===== src/rtl/pic_rw_cmd_decoder_if.sv =====
// Host read/write bus and decoded command outputs of the PIC front end.
// Host side drives the strobes; the decoder drives the command outputs.
interface pic_rw_cmd_decoder_if;
  logic       CS_n;
  logic       WR_n;
  logic       RD_n;
  logic       A0;
  logic [7:0] D_in;
  logic [7:0] cmd_data;
  logic       icw_valid;
  logic [1:0] ICW_RECEIVED_FLAG;
  logic       ocw_valid;
  logic [1:0] OCW_RECEIVED;
  logic       init_done;
  logic       read_en;
  logic [1:0] rd_sel;

  modport master (
    output CS_n, WR_n, RD_n, A0, D_in,
    input  cmd_data, icw_valid, ICW_RECEIVED_FLAG,
    input  ocw_valid, OCW_RECEIVED, init_done,
    input  read_en, rd_sel
  );

  modport slave (
    input  CS_n, WR_n, RD_n, A0, D_in,
    output cmd_data, icw_valid, ICW_RECEIVED_FLAG,
    output ocw_valid, OCW_RECEIVED, init_done,
    output read_en, rd_sel
  );
endinterface


===== src/rtl/pic_rw_cmd_decoder.sv =====
// PIC host read/write front end: strobe synchronisers, write capture,
// ICW/OCW classification with the 8259A init sequence, read-source select.
module pic_rw_cmd_decoder #(
  parameter int SYNC_STAGES = 2
) (
  input logic CLK,
  input logic RESET,
  pic_rw_cmd_decoder_if.slave bus
);

  typedef enum logic [2:0] {
    IDLE,
    WAIT_ICW2,
    WAIT_ICW3,
    WAIT_ICW4,
    READY
  } state_t;

  logic [SYNC_STAGES-1:0] cs_sync_q, cs_sync_d;
  logic [SYNC_STAGES-1:0] wr_sync_q, wr_sync_d;
  logic [SYNC_STAGES-1:0] rd_sync_q, rd_sync_d;
  logic                   wr_prev_q, wr_prev_d;
  logic                   cs_s, wr_s, rd_s;
  logic                   cap_en, wr_rise;

  logic       cap_seen_q, cap_seen_d;
  logic       cap_a0_q, cap_a0_d;
  logic [7:0] cap_d_q, cap_d_d;
  logic       wr_done_q, wr_done_d;

  state_t     state_q, state_d;
  logic       sngl_q, sngl_d;
  logic       ic4_q, ic4_d;
  logic       rd_mem_q, rd_mem_d;
  logic [7:0] cmd_data_q, cmd_data_d;
  logic       icw_valid_q, icw_valid_d;
  logic [1:0] icw_flag_q, icw_flag_d;
  logic       ocw_valid_q, ocw_valid_d;
  logic [1:0] ocw_rcv_q, ocw_rcv_d;
  logic       init_done_q, init_done_d;
  logic       read_en_q, read_en_d;
  logic [1:0] rd_sel_q, rd_sel_d;
  logic       is_icw1;

  assign cs_s = cs_sync_q[SYNC_STAGES-1];
  assign wr_s = wr_sync_q[SYNC_STAGES-1];
  assign rd_s = rd_sync_q[SYNC_STAGES-1];

  // Shift the async strobes through the synchroniser chains
  always_comb begin
    cs_sync_d = {cs_sync_q[SYNC_STAGES-2:0], bus.CS_n};
    wr_sync_d = {wr_sync_q[SYNC_STAGES-2:0], bus.WR_n};
    rd_sync_d = {rd_sync_q[SYNC_STAGES-2:0], bus.RD_n};
    wr_prev_d = wr_s;
  end

  // Capture A0/D while the synced write is active; flag completion on rise
  always_comb begin
    cap_en     = ~wr_s & ~cs_s;
    wr_rise    = wr_s & ~wr_prev_q;
    cap_a0_d   = cap_a0_q;
    cap_d_d    = cap_d_q;
    cap_seen_d = cap_seen_q;
    if (cap_en) begin
      cap_a0_d   = bus.A0;
      cap_d_d    = bus.D_in;
      cap_seen_d = 1'b1;
    end else if (wr_rise) begin
      cap_seen_d = 1'b0;
    end
    wr_done_d = wr_rise & cap_seen_q;
  end

  // Classify a completed write and advance the init sequence
  always_comb begin
    state_d     = state_q;
    sngl_d      = sngl_q;
    ic4_d       = ic4_q;
    rd_mem_d    = rd_mem_q;
    cmd_data_d  = cmd_data_q;
    icw_valid_d = 1'b0;
    icw_flag_d  = icw_flag_q;
    ocw_valid_d = 1'b0;
    ocw_rcv_d   = ocw_rcv_q;
    is_icw1     = ~cap_a0_q & cap_d_q[4];
    if (wr_done_q) begin
      if (is_icw1) begin
        icw_valid_d = 1'b1;
        icw_flag_d  = 2'b00;
        cmd_data_d  = cap_d_q;
        sngl_d      = cap_d_q[1];
        ic4_d       = cap_d_q[0];
        ocw_rcv_d   = 2'b00;
        rd_mem_d    = 1'b0;
        state_d     = WAIT_ICW2;
      end else begin
        case (state_q)
          WAIT_ICW2: if (cap_a0_q) begin
            icw_valid_d = 1'b1;
            icw_flag_d  = 2'b01;
            cmd_data_d  = cap_d_q;
            if (!sngl_q)    state_d = WAIT_ICW3;
            else if (ic4_q) state_d = WAIT_ICW4;
            else            state_d = READY;
          end
          WAIT_ICW3: if (cap_a0_q) begin
            icw_valid_d = 1'b1;
            icw_flag_d  = 2'b10;
            cmd_data_d  = cap_d_q;
            state_d     = ic4_q ? WAIT_ICW4 : READY;
          end
          WAIT_ICW4: if (cap_a0_q) begin
            icw_valid_d = 1'b1;
            icw_flag_d  = 2'b11;
            cmd_data_d  = cap_d_q;
            state_d     = READY;
          end
          READY: begin
            ocw_valid_d = 1'b1;
            cmd_data_d  = cap_d_q;
            if (cap_a0_q) begin
              ocw_rcv_d = 2'b01;
            end else if (!cap_d_q[3]) begin
              ocw_rcv_d = 2'b10;
            end else begin
              ocw_rcv_d = 2'b11;
              if (cap_d_q[1]) rd_mem_d = cap_d_q[0];
            end
          end
          default: ;
        endcase
      end
    end
    init_done_d = (state_d == READY);
  end

  // Read qualification and source select; a concurrent write masks the read
  always_comb begin
    read_en_d = ~rd_s & ~cs_s & wr_s;
    rd_sel_d  = bus.A0 ? 2'b10 : {1'b0, rd_mem_q};
  end

  // Register all state; synchronisers idle high
  always_ff @(posedge CLK or posedge RESET) begin
    if (RESET) begin
      cs_sync_q   <= '1;
      wr_sync_q   <= '1;
      rd_sync_q   <= '1;
      wr_prev_q   <= 1'b1;
      cap_seen_q  <= 1'b0;
      cap_a0_q    <= 1'b0;
      cap_d_q     <= 8'h00;
      wr_done_q   <= 1'b0;
      state_q     <= IDLE;
      sngl_q      <= 1'b0;
      ic4_q       <= 1'b0;
      rd_mem_q    <= 1'b0;
      cmd_data_q  <= 8'h00;
      icw_valid_q <= 1'b0;
      icw_flag_q  <= 2'b00;
      ocw_valid_q <= 1'b0;
      ocw_rcv_q   <= 2'b00;
      init_done_q <= 1'b0;
      read_en_q   <= 1'b0;
      rd_sel_q    <= 2'b00;
    end else begin
      cs_sync_q   <= cs_sync_d;
      wr_sync_q   <= wr_sync_d;
      rd_sync_q   <= rd_sync_d;
      wr_prev_q   <= wr_prev_d;
      cap_seen_q  <= cap_seen_d;
      cap_a0_q    <= cap_a0_d;
      cap_d_q     <= cap_d_d;
      wr_done_q   <= wr_done_d;
      state_q     <= state_d;
      sngl_q      <= sngl_d;
      ic4_q       <= ic4_d;
      rd_mem_q    <= rd_mem_d;
      cmd_data_q  <= cmd_data_d;
      icw_valid_q <= icw_valid_d;
      icw_flag_q  <= icw_flag_d;
      ocw_valid_q <= ocw_valid_d;
      ocw_rcv_q   <= ocw_rcv_d;
      init_done_q <= init_done_d;
      read_en_q   <= read_en_d;
      rd_sel_q    <= rd_sel_d;
    end
  end

  assign bus.cmd_data          = cmd_data_q;
  assign bus.icw_valid         = icw_valid_q;
  assign bus.ICW_RECEIVED_FLAG = icw_flag_q;
  assign bus.ocw_valid         = ocw_valid_q;
  assign bus.OCW_RECEIVED      = ocw_rcv_q;
  assign bus.init_done         = init_done_q;
  assign bus.read_en           = read_en_q;
  assign bus.rd_sel            = rd_sel_q;

endmodule


===== src/flat_wrapper.sv =====
// flat-port wrapper written by rule: the top's interface ports become plain ports
module pic_rw_cmd_decoder_flat 
#(
  parameter int SYNC_STAGES = 2
)
  (CLK, RESET, bus_CS_n, bus_WR_n, bus_RD_n, bus_A0, bus_D_in, bus_cmd_data, bus_icw_valid, bus_ICW_RECEIVED_FLAG, bus_ocw_valid, bus_OCW_RECEIVED, bus_init_done, bus_read_en, bus_rd_sel);
  pic_rw_cmd_decoder_if bus_i ();
  input logic CLK;
  input logic RESET;
  input wire logic [$bits(bus_i.CS_n)-1:0] bus_CS_n;
  input wire logic [$bits(bus_i.WR_n)-1:0] bus_WR_n;
  input wire logic [$bits(bus_i.RD_n)-1:0] bus_RD_n;
  input wire logic [$bits(bus_i.A0)-1:0] bus_A0;
  input wire logic [$bits(bus_i.D_in)-1:0] bus_D_in;
  output wire logic [$bits(bus_i.cmd_data)-1:0] bus_cmd_data;
  output wire logic [$bits(bus_i.icw_valid)-1:0] bus_icw_valid;
  output wire logic [$bits(bus_i.ICW_RECEIVED_FLAG)-1:0] bus_ICW_RECEIVED_FLAG;
  output wire logic [$bits(bus_i.ocw_valid)-1:0] bus_ocw_valid;
  output wire logic [$bits(bus_i.OCW_RECEIVED)-1:0] bus_OCW_RECEIVED;
  output wire logic [$bits(bus_i.init_done)-1:0] bus_init_done;
  output wire logic [$bits(bus_i.read_en)-1:0] bus_read_en;
  output wire logic [$bits(bus_i.rd_sel)-1:0] bus_rd_sel;
  assign bus_i.CS_n = bus_CS_n;
  assign bus_i.WR_n = bus_WR_n;
  assign bus_i.RD_n = bus_RD_n;
  assign bus_i.A0 = bus_A0;
  assign bus_i.D_in = bus_D_in;
  assign bus_cmd_data = bus_i.cmd_data;
  assign bus_icw_valid = bus_i.icw_valid;
  assign bus_ICW_RECEIVED_FLAG = bus_i.ICW_RECEIVED_FLAG;
  assign bus_ocw_valid = bus_i.ocw_valid;
  assign bus_OCW_RECEIVED = bus_i.OCW_RECEIVED;
  assign bus_init_done = bus_i.init_done;
  assign bus_read_en = bus_i.read_en;
  assign bus_rd_sel = bus_i.rd_sel;
  pic_rw_cmd_decoder #(.SYNC_STAGES(SYNC_STAGES)) u_core (.CLK(CLK), .RESET(RESET), .bus(bus_i));
endmodule

===== config.mk =====
export PLATFORM = sky130hd
export DESIGN_NAME = pic_rw_cmd_decoder_flat
export DESIGN_NICKNAME = d
export VERILOG_FILES = /design/src/rtl/pic_rw_cmd_decoder_if.sv /design/src/rtl/pic_rw_cmd_decoder.sv /design/src/flat_wrapper.sv
export SDC_FILE = /design/constraint.sdc
export NUM_CORES = 1
export LEC_CHECK = 0
export CAP_MARGIN = 0
export CORE_AREA = 10 10 94 96
export CTS_CLUSTER_DIAMETER = 60
export DETAILED_ROUTE_END_ITERATION = 10
export DIE_AREA = 0 0 104 106
export HOLD_SLACK_MARGIN = 0.06
export RECOVER_POWER = 50
export SKIP_CTS_REPAIR_TIMING = 1
export SYNTH_ARGS = -nofsm -noshare
export SYNTH_HDL_FRONTEND = slang
export SYNTH_SLANG_ARGS = --single-unit

===== constraint.sdc =====
create_clock -name CLK -period 4.7 [get_ports CLK]
set_clock_uncertainty 0.1 [all_clocks]
set_input_delay 0.94 -clock CLK [delete_from_list [all_inputs] [get_ports CLK]]
set_output_delay 0.94 -clock CLK [all_outputs]
set_load 0.02 [all_outputs]

# Yosys cells after proc, flatten, opt, wreduce, memory -nomap -nowiden
# Cells that the tools add are included.
# word_totals
word_cells,88
reg_bits,42
inputBits,14
out_inout_bits,18
# op_classes
reduce_logical,12
bitwise,11
n_eq_ne,10
n_mux,35
# ops
cell,n
2-to-1 mux 3 bit,7
2-to-1 mux 2 bit,8
2-to-1 mux 8 bit,2
case mux 8 bit (2 select lines),1
2-to-1 mux 1 bit,15
!= test 3 x 1 -> 1 bit (second input constant),4
AND reduction 5 bit,2
case mux 3 bit (3 select lines),1
nonzero test 2 bit,4
AND 1 bit,6
equality test 3 x 2 -> 1 bit (second input constant),2
equality test 3 bit (second input constant),2
case mux 2 bit (3 select lines),1
inverter 1 bit,5
AND reduction 2 bit,2
nonzero test 4 bit,1
equality test 3 x 1 -> 1 bit (second input constant),1
AND reduction 3 bit,1
nonzero test 3 bit,1
OR reduction 3 bit,1
!= test 2 bit (second input constant),1

# Longest topological paths before layout
# Gate-level depths: netlist (run 1).
# depth
depth_word,7
ltp_mapped,5
mapped_depth_nobuf,4

# Worst setup path after synthesis (run 1)
# No wires, ideal clock.
# synth_timing
kind,register to register
start,register u_core.state_q[0]
end,"register u_core.cmd_data_q[0], in the netlist u_core.bus.cmd_data[0]"
setup_slack_ns,3.154
arrival_time_ns,1.322
path_stages_with_launch,6
n_path_buf,1
path_cell_list,dfrtp_1 buf_6 nor2_2 o21ai_2 o21ai_4 mux2_2
# synth_via
elab_chain_cells,4
elab_cells_between_ends,10
classes_between,5 x eq/ne; 2 x mux; 3 x reduce/logical
# synth_lines
element,line,text
"start, declared",pic_rw_cmd_decoder.sv:31,"state_t state_q, state_d;"
"start signal, assigned",pic_rw_cmd_decoder.sv:175,state_q <= state_d;
equality test 3 x 1 -> 1 bit / equality test 3 x 2 -> 1 bit (equally long branches),pic_rw_cmd_decoder.sv:97,case (state_q)
OR reduction 3 bit (no source line),n/a,
"!= test 3 x 1 -> 1 bit (no source line), or another cell as far along",n/a,
AND reduction 3 bit (no source line) / 2-to-1 mux 8 bit (equally long branches),n/a,
"end signal, assigned",pic_rw_cmd_decoder.sv:179,cmd_data_q <= cmd_data_d;
"end, declared",pic_rw_cmd_decoder.sv:35,"logic [7:0] cmd_data_q, cmd_data_d;"
# Parallel ways exist; a longest one is shown, timed or not.
# A chain may end at the register's enable or synchronous reset.

# Final worst setup path (run 1)
# layout_timing
start,"register u_core.ocw_rcv_q[0], in the netlist u_core.bus.OCW_RECEIVED[0]"
end,output port bus_OCW_RECEIVED[0]
# layout_lines
element,line,text
"start, declared",pic_rw_cmd_decoder.sv:39,"logic [1:0] ocw_rcv_q, ocw_rcv_d;"
"start signal, assigned",pic_rw_cmd_decoder.sv:183,ocw_rcv_q <= ocw_rcv_d;
"end, declared",flat_wrapper.sv:19,output wire logic [$bits(bus_i.OCW_RECEIVED)-1:0] bus_OCW_RECEIVED;
# No word-level cell between the ends.

==> impl_metrics.py, run 1 <==
metrics = {
    "worst_setup_path": {
        "startpoint": "u_core.bus.OCW_RECEIVED[0]$_DFFE_PP0P_",
        "worstPathMaxFanout": 3,
        "path_depth": 1,
        "required_ns": 3.66,
        "cp_top_family": "buffers and inverters",
        "reg2regPathDepth": 4,
        "r2r-start": "u_core.cap_a0_q$_DFFE_PP0P_",
        "cpMaxStageDelayCell": "clkdlybuf4s50_1",
        "crit_path_start_kind": "flop",
        "cp_cell_sequence": "clkdlybuf4s50_1",
        "cp-end-kind": "primary output",
        "crit_buf_inv": 1,
        "crit_arrival_ns": 1.28,
        "critical_path_class": "reg -> out",
        "cpPeakStageDelay_ns": 0.61,
    },
    "route": {
        "drc": 0,
        "avgViaCountPerCell": 4.14,
        "ant_nets": 0,
        "drt-pass1-iter-count": 4,
        "post_drt_wl_per_cell_um": 12.8,
        "drt-initial-drc-count": 17,
        "wirelength_um": 3380,
        "num_vias": 1098,
    },
    "sta": {
        "fmax_mhz": 431,
        "tightest_slew_ns": 0.803,
        "finalCritPeriodShare": 0.493,
        "final_max_slew_viol_count": 0,
        "rsz0062_at_grt": "false",
        "slew_headroom": 0.463,
        "report.final.hold_viol_count": 0,
        "setup_viol": 0,
        "fin_setup_tns_ns": 0,
        "fin_crit_ns": 2.32,
    },
    "clocking": {
        "cts_max_path_buffers": 2,
        "cts_tree": "yes",
        "cts_sinks": 42,
        "clk_pin_slew_ns": 0.09,
        "clk_latency_ns": 0.29,
        "cts_buffers": 5,
        "h-tree-depth": 2,
        "clockRootBuffer": "clkbuf_8",
    },
    "synth": {
        "ys_ff_latch": 42,
        "synth_top_family_by_area": "simple AND/OR/NAND/NOR gates",
        "synthAdderAreaFrac": 0,
        "ys_seq_area_frac": 0.620,
        "synth_cells": 131,
        "syn-cell-area_um2": 1710,
        "synth-compound-area-share": 0.0980,
        "synthDistinctLibCells": 37,
        "synth.mux.area_fraction": 0.125,
        "ys_warn_count": 0,
        "syn_nets": 145,
        "synthXorXnorAreaFrac": 0,
        "synthSimpleGateAreaFrac": 0.126,
        "syn_area_per_cell_um2": 13.1,
    },
    "pwr": {
        "leakage_nw": 0.937,
        "power_density_nw_per_um2": 535,
        "vdd_drop_max_v": 0.000262,
    },
    "die": {
        "die_area_um2": 11000,
        "fp.dieH_um": 106,
        "dieWidth_um": 104,
        "boundaryPins": 32,
        "start_util": 0.242,
        "fp-row-count": 31,
        "core-area_um2": 7060,
    },
    "layout": {
        "final_layout_size_suffix_gt1_frac": 0.223,
        "diodes": 0,
        "area_delta_synth_final_pct": 31.3,
        "nNetsFinal": 179,
        "final_cells": 265,
        "fillers": 735,
    },
    "hold_path": {
        "min_path_cells": 0,
        "min_from": "u_core.rd_sync_q[0]$_DFF_PP1_",
        "hold_path_class": "reg -> reg",
    },
    "placed_design": {
        "hpwlAfterDp_um": 2420,
        "portBuffers": 31,
        "routabilityCongestion": 0.772,
        "place_inst": 257,
    },
    "grt": {
        "track_usage": 0.0649,
        "overflow": 0,
        "grt_pass1_vias": 1200,
        "grt_pass1_wl_um": 5820,
        "grt_max_degree": 43,
        "antenna_found_initial": 0,
    },
    "run_status": {
        "status": "finished, final reports clean",
    },
    "job": {
        "drv_cap": 0,
    },
}
metrics by stage:
| stage | hold WS [ns] | power [mW] | instance area [µm²] | worst slack, ns | utilization |
|---|---|---|---|---|---|
| after floorplan | 0.245 | 0.739 | 1710 | 2.70 | - |
| after global placement | 0.245 | 0.873 | 2120 | 2.70 | 0.300 |
| after detailed placement | 0.247 | 0.882 | 2120 | 2.69 | 0.300 |
| after CTS | 0.260 | 1.23 | 2250 | 2.35 | 0.319 |
| after global routing | 0.268 | 1.28 | 2250 | 2.32 | 0.318 |
| final | 0.260 | 1.20 | 2250 | 2.38 | 0.318 |
cells in the mapped netlist, drive strengths merged:
cell / instances / area share
a211o: 1 / 0.0051
a21o: 3 / 0.013
a21oi: 8 / 0.026
a221o: 1 / 0.0066
a221oi: 2 / 0.010
and2: 1 / 0.0037
and2b: 1 / 0.0044
and3: 1 / 0.0037
and3b: 1 / 0.0051
and4b: 2 / 0.012
buf: 3 / 0.015
clkbuf: 2 / 0.0051
dfrtp: 35 / 0.51
dfstp: 7 / 0.11
inv: 5 / 0.011
mux2: 19 / 0.13
nand2: 7 / 0.015
nand2b: 5 / 0.018
nand3: 4 / 0.012
nand4: 1 / 0.0037
nand4b: 1 / 0.0051
nor2: 6 / 0.016
nor2b: 2 / 0.0073
nor3: 2 / 0.0059
nor3b: 1 / 0.0044
o211ai: 1 / 0.0044
o21ai: 5 / 0.023
o31ai: 1 / 0.0044
o32ai: 1 / 0.0051
or2b: 1 / 0.0044
or3b: 1 / 0.0051
flip-flops by register name (all words and copies together) (netlist names):
name                          flops
u_core.bus.cmd_data               8
u_core.cap_seen_q                 1
u_core.cs_sync_q                  2
u_core.bus.ocw_valid              1
u_core.rd_mem_q                   1
u_core.wr_prev_q                  1
u_core.ic4_q                      1
u_core.cap_a0_q                   1
u_core.rd_sync_q                  2
u_core.cap_d_q                    8
u_core.bus.rd_sel                 2
u_core.wr_sync_q                  2
u_core.sngl_q                     1
u_core.bus.ICW_RECEIVED_FLAG      2
u_core.wr_done_q                  1
u_core.bus.OCW_RECEIVED           2
u_core.state_q                    3
u_core.bus.read_en                1
u_core.bus.init_done              1
u_core.bus.icw_valid              1
where the power goes:
part	total (mW)	internal (mW)	switching, mW
clock	0.343	0.213	0.130
sequential	0.528	0.448	0.0806
combinational	0.332	0.181	0.151
final timing paths:
kind	end	slack (ns)
worst max-delay path	bus_OCW_RECEIVED[0]	2.38
worst min-delay path	u_core.rd_sync_q[1]$_DFF_PP1_	0.26
worst max register to register	u_core.bus.cmd_data[3]$_DFFE_PP0P_	2.74
worst min register to register	u_core.rd_sync_q[1]$_DFF_PP1_	0.26
max in group asynchronous	u_core.wr_prev_q$_DFF_PP1_	3.03
min in group asynchronous	u_core.bus.cmd_data[2]$_DFFE_PP0P_	1.11
area by class of cell:
class,instances,area [µm²],share of cell area
clock inverter,3,68.8,0.0306
tap,99,124,0.0552
timing repair buffer,32,318,0.142
multi-input combinational,79,588,0.262
sequential,42,1060,0.472
clock buffer,5,68.8,0.0306
inverter,5,18.8,0.00836
cell usage in the layout (no fill, tap or decap), types with 2 or more instances in the layout:
master           instances
dfrtp_1                 35
clkdlybuf4s50_1         26
mux2_2                  19
nand2_1                  7
a21oi_1                  7
nor2_1                   6
nand2b_1                 5
clkbuf_8                 5
dlygate4sd3_1            5
dfstp_2                  5
o21ai_0                  4
nand3_1                  4
inv_1                    4
a21o_1                   3
and4b_1                  2
nor3_1                   2
a221oi_1                 2
nor2b_1                  2
bufinv_16                2
dfstp_1                  2
metal layers:
metal | track usage | part of all wire | vias up
met5 | 0 | 0 | -
met2 | 0.108 | 0.49 | 30
met4 | 0.0298 | 0.0092 | 0
met1 | 0.0699 | 0.42 | 534
li1 | - | - | 528
met3 | 0.0296 | 0.080 | 6
kinds of logic (layout without fill, tap and decap cells):
family	count (synthesis)	count (layout)
AO/OA/AOI/OAI	23	23
flip-flops	42	42
AND/OR/NAND/NOR	37	37
multiplexers	19	19
buffers and inverters	10	45
Note: power is estimated with default switching activity, not from simulation.
==> run 2: changes to the inputs <==
==> constraint.sdc (replaced) <==
create_clock -name CLK -period 2.3 [get_ports CLK]
set_clock_uncertainty 0.1 [all_clocks]
set_input_delay 0.46 -clock CLK [delete_from_list [all_inputs] [get_ports CLK]]
set_output_delay 0.46 -clock CLK [all_outputs]
set_load 0.02 [all_outputs]
==> impl_metrics.py, run 2 (synthesis results as in run 1) <==
metrics = {
    "die": {
        "start_util": 0.242,
        "die_area_um2": 11000,
        "boundaryPins": 32,
        "core-area_um2": 7060,
        "dieWidth_um": 104,
        "fp-row-count": 31,
        "fp.dieH_um": 106,
    },
    "placed_design": {
        "portBuffers": 31,
        "dp_slack_ns": 0.596,
        "hpwlAfterDp_um": 2550,
        "place_inst": 259,
        "routabilityCongestion": 0.810,
    },
    "route": {
        "avgViaCountPerCell": 4.15,
        "ant_nets": 0,
        "drc": 0,
        "num_vias": 1107,
        "wirelength_um": 3450,
        "post_drt_wl_per_cell_um": 12.9,
        "drt-initial-drc-count": 60,
        "drt-pass1-iter-count": 4,
    },
    "worst_setup_path": {
        "cpMaxStageDelayCell": "clkdlybuf4s50_1",
        "crit_path_start_kind": "flop",
        "cpPeakStageDelay_ns": 0.62,
        "critical_path_class": "reg -> out",
        "crit_buf_inv": 1,
        "r2r-start": "u_core.state_q[1]$_DFF_PP0_",
        "crit_end": "bus_OCW_RECEIVED[0]",
        "cp_top_family": "buffers and inverters",
        "crit_arrival_ns": 1.29,
        "path_depth": 1,
        "cp-end-kind": "primary output",
        "required_ns": 1.74,
        "worst-r2r-setup-slack_ns": 0.58,
        "reg2regPathDepth": 4,
        "worstPathMaxFanout": 3,
        "startpoint": "u_core.bus.OCW_RECEIVED[0]$_DFFE_PP0P_",
        "reg2reg_to": "u_core.bus.cmd_data[1]$_DFFE_PP0P_",
        "cp_cell_sequence": "clkdlybuf4s50_1",
    },
    "layout": {
        "final_cell_mix": "35 x dfrtp_1, 26 x clkdlybuf4s50_1, 19 x mux2_2",
        "final_layout_size_suffix_gt1_frac": 0.238,
        "area_delta_synth_final_pct": 32.3,
        "nNetsFinal": 181,
        "diodes": 0,
        "final_common_cell": "dfrtp_1",
        "fillers": 722,
        "final_cells": 267,
    },
    "clocking": {
        "cts_tree": "yes",
        "cts_buffers": 5,
        "clk_latency_ns": 0.29,
        "clockRootBuffer": "clkbuf_8",
        "cts_sinks": 42,
        "clk_pin_slew_ns": 0.08,
        "cts_max_path_buffers": 2,
        "h-tree-depth": 2,
    },
    "grt": {
        "track_usage": 0.0644,
        "grt_max_degree": 19,
        "antenna_found_initial": 0,
        "grt_pass1_wl_um": 5860,
        "overflow": 0,
        "grt_pass1_vias": 1241,
    },
    "sta": {
        "finalCritPeriodShare": 0.803,
        "rsz0062_at_grt": "false",
        "whs_ns": 0.264,
        "tightest_slew_ns": 0.731,
        "setup_viol": 0,
        "final_max_slew_viol_count": 0,
        "fmax_mhz": 541,
        "slew_headroom": 0.513,
        "report.final.hold_viol_count": 0,
        "fin_setup_tns_ns": 0,
        "worst_slack_ns": 0.452,
        "fin_crit_ns": 1.85,
    },
    "hold_path": {
        "hold_path_class": "reg -> reg",
    },
    "pwr": {
        "leakage_nw": 0.940,
        "power_density_nw_per_um2": 1090,
        "vdd_drop_max_v": 0.000465,
    },
    "run_status": {
        "status": "finished, final reports clean",
    },
    "job": {
        "drv_cap": 0,
    },
}
run 2: cell count changes in the layout (fill, tap and decap cells not counted), sizes merged:
cell	before	now
clkbuf	5	7
run 2: layer usage:
layer  vias up  GRT usage  wire [µm]
met3         7     0.0296        211
met2        28      0.113       1670
met1       540     0.0666       1510
met5         -          0          0
li1        532          -          -
met4         0     0.0239         48
run 2: metrics by stage:
step	power (mW)	util	cell area, µm²
floorplan	1.51	-	1710
global placement	1.80	0.302	2130
detailed placement	1.81	0.302	2130
CTS	2.51	0.322	2270
global route	2.61	0.320	2260
finish	2.47	0.320	2260
run 2: how the worst min path moves through the flow:
stage | start | to | slack (ns) | cells after the start
final | u_core.rd_sync_q[0]$_DFF_PP1_ | u_core.rd_sync_q[1]$_DFF_PP1_ | 0.26 | 0
after floorplan | u_core.cs_sync_q[0]$_DFF_PP1_ | u_core.cs_sync_q[1]$_DFF_PP1_ | 0.25 | 0
after global placement | u_core.wr_sync_q[0]$_DFF_PP1_ | u_core.wr_sync_q[1]$_DFF_PP1_ | 0.25 | 0
after CTS | u_core.cs_sync_q[0]$_DFF_PP1_ | u_core.cs_sync_q[1]$_DFF_PP1_ | 0.26 | 0
after global routing | u_core.cs_sync_q[0]$_DFF_PP1_ | u_core.cs_sync_q[1]$_DFF_PP1_ | 0.27 | 0
after detailed placement | u_core.cs_sync_q[0]$_DFF_PP1_ | u_core.cs_sync_q[1]$_DFF_PP1_ | 0.25 | 0
run 2: power breakdown:
| group | internal, mW | switching (mW) | leakage, nW |
|---|---|---|---|
| Combinational | 0.376 | 0.326 | 0.381 |
| Clock | 0.435 | 0.255 | 0.0683 |
| Sequential | 0.915 | 0.163 | 0.491 |
run 2: layout make-up:
class	count	area, µm²	share of cell area
timing repair buffer	34	325	0.144
inverter	5	18.8	0.00830
sequential	42	1060	0.468
clock inverter	3	68.8	0.0304
tap	99	124	0.0548
clock buffer	5	68.8	0.0304
multi-input combinational	79	597	0.264
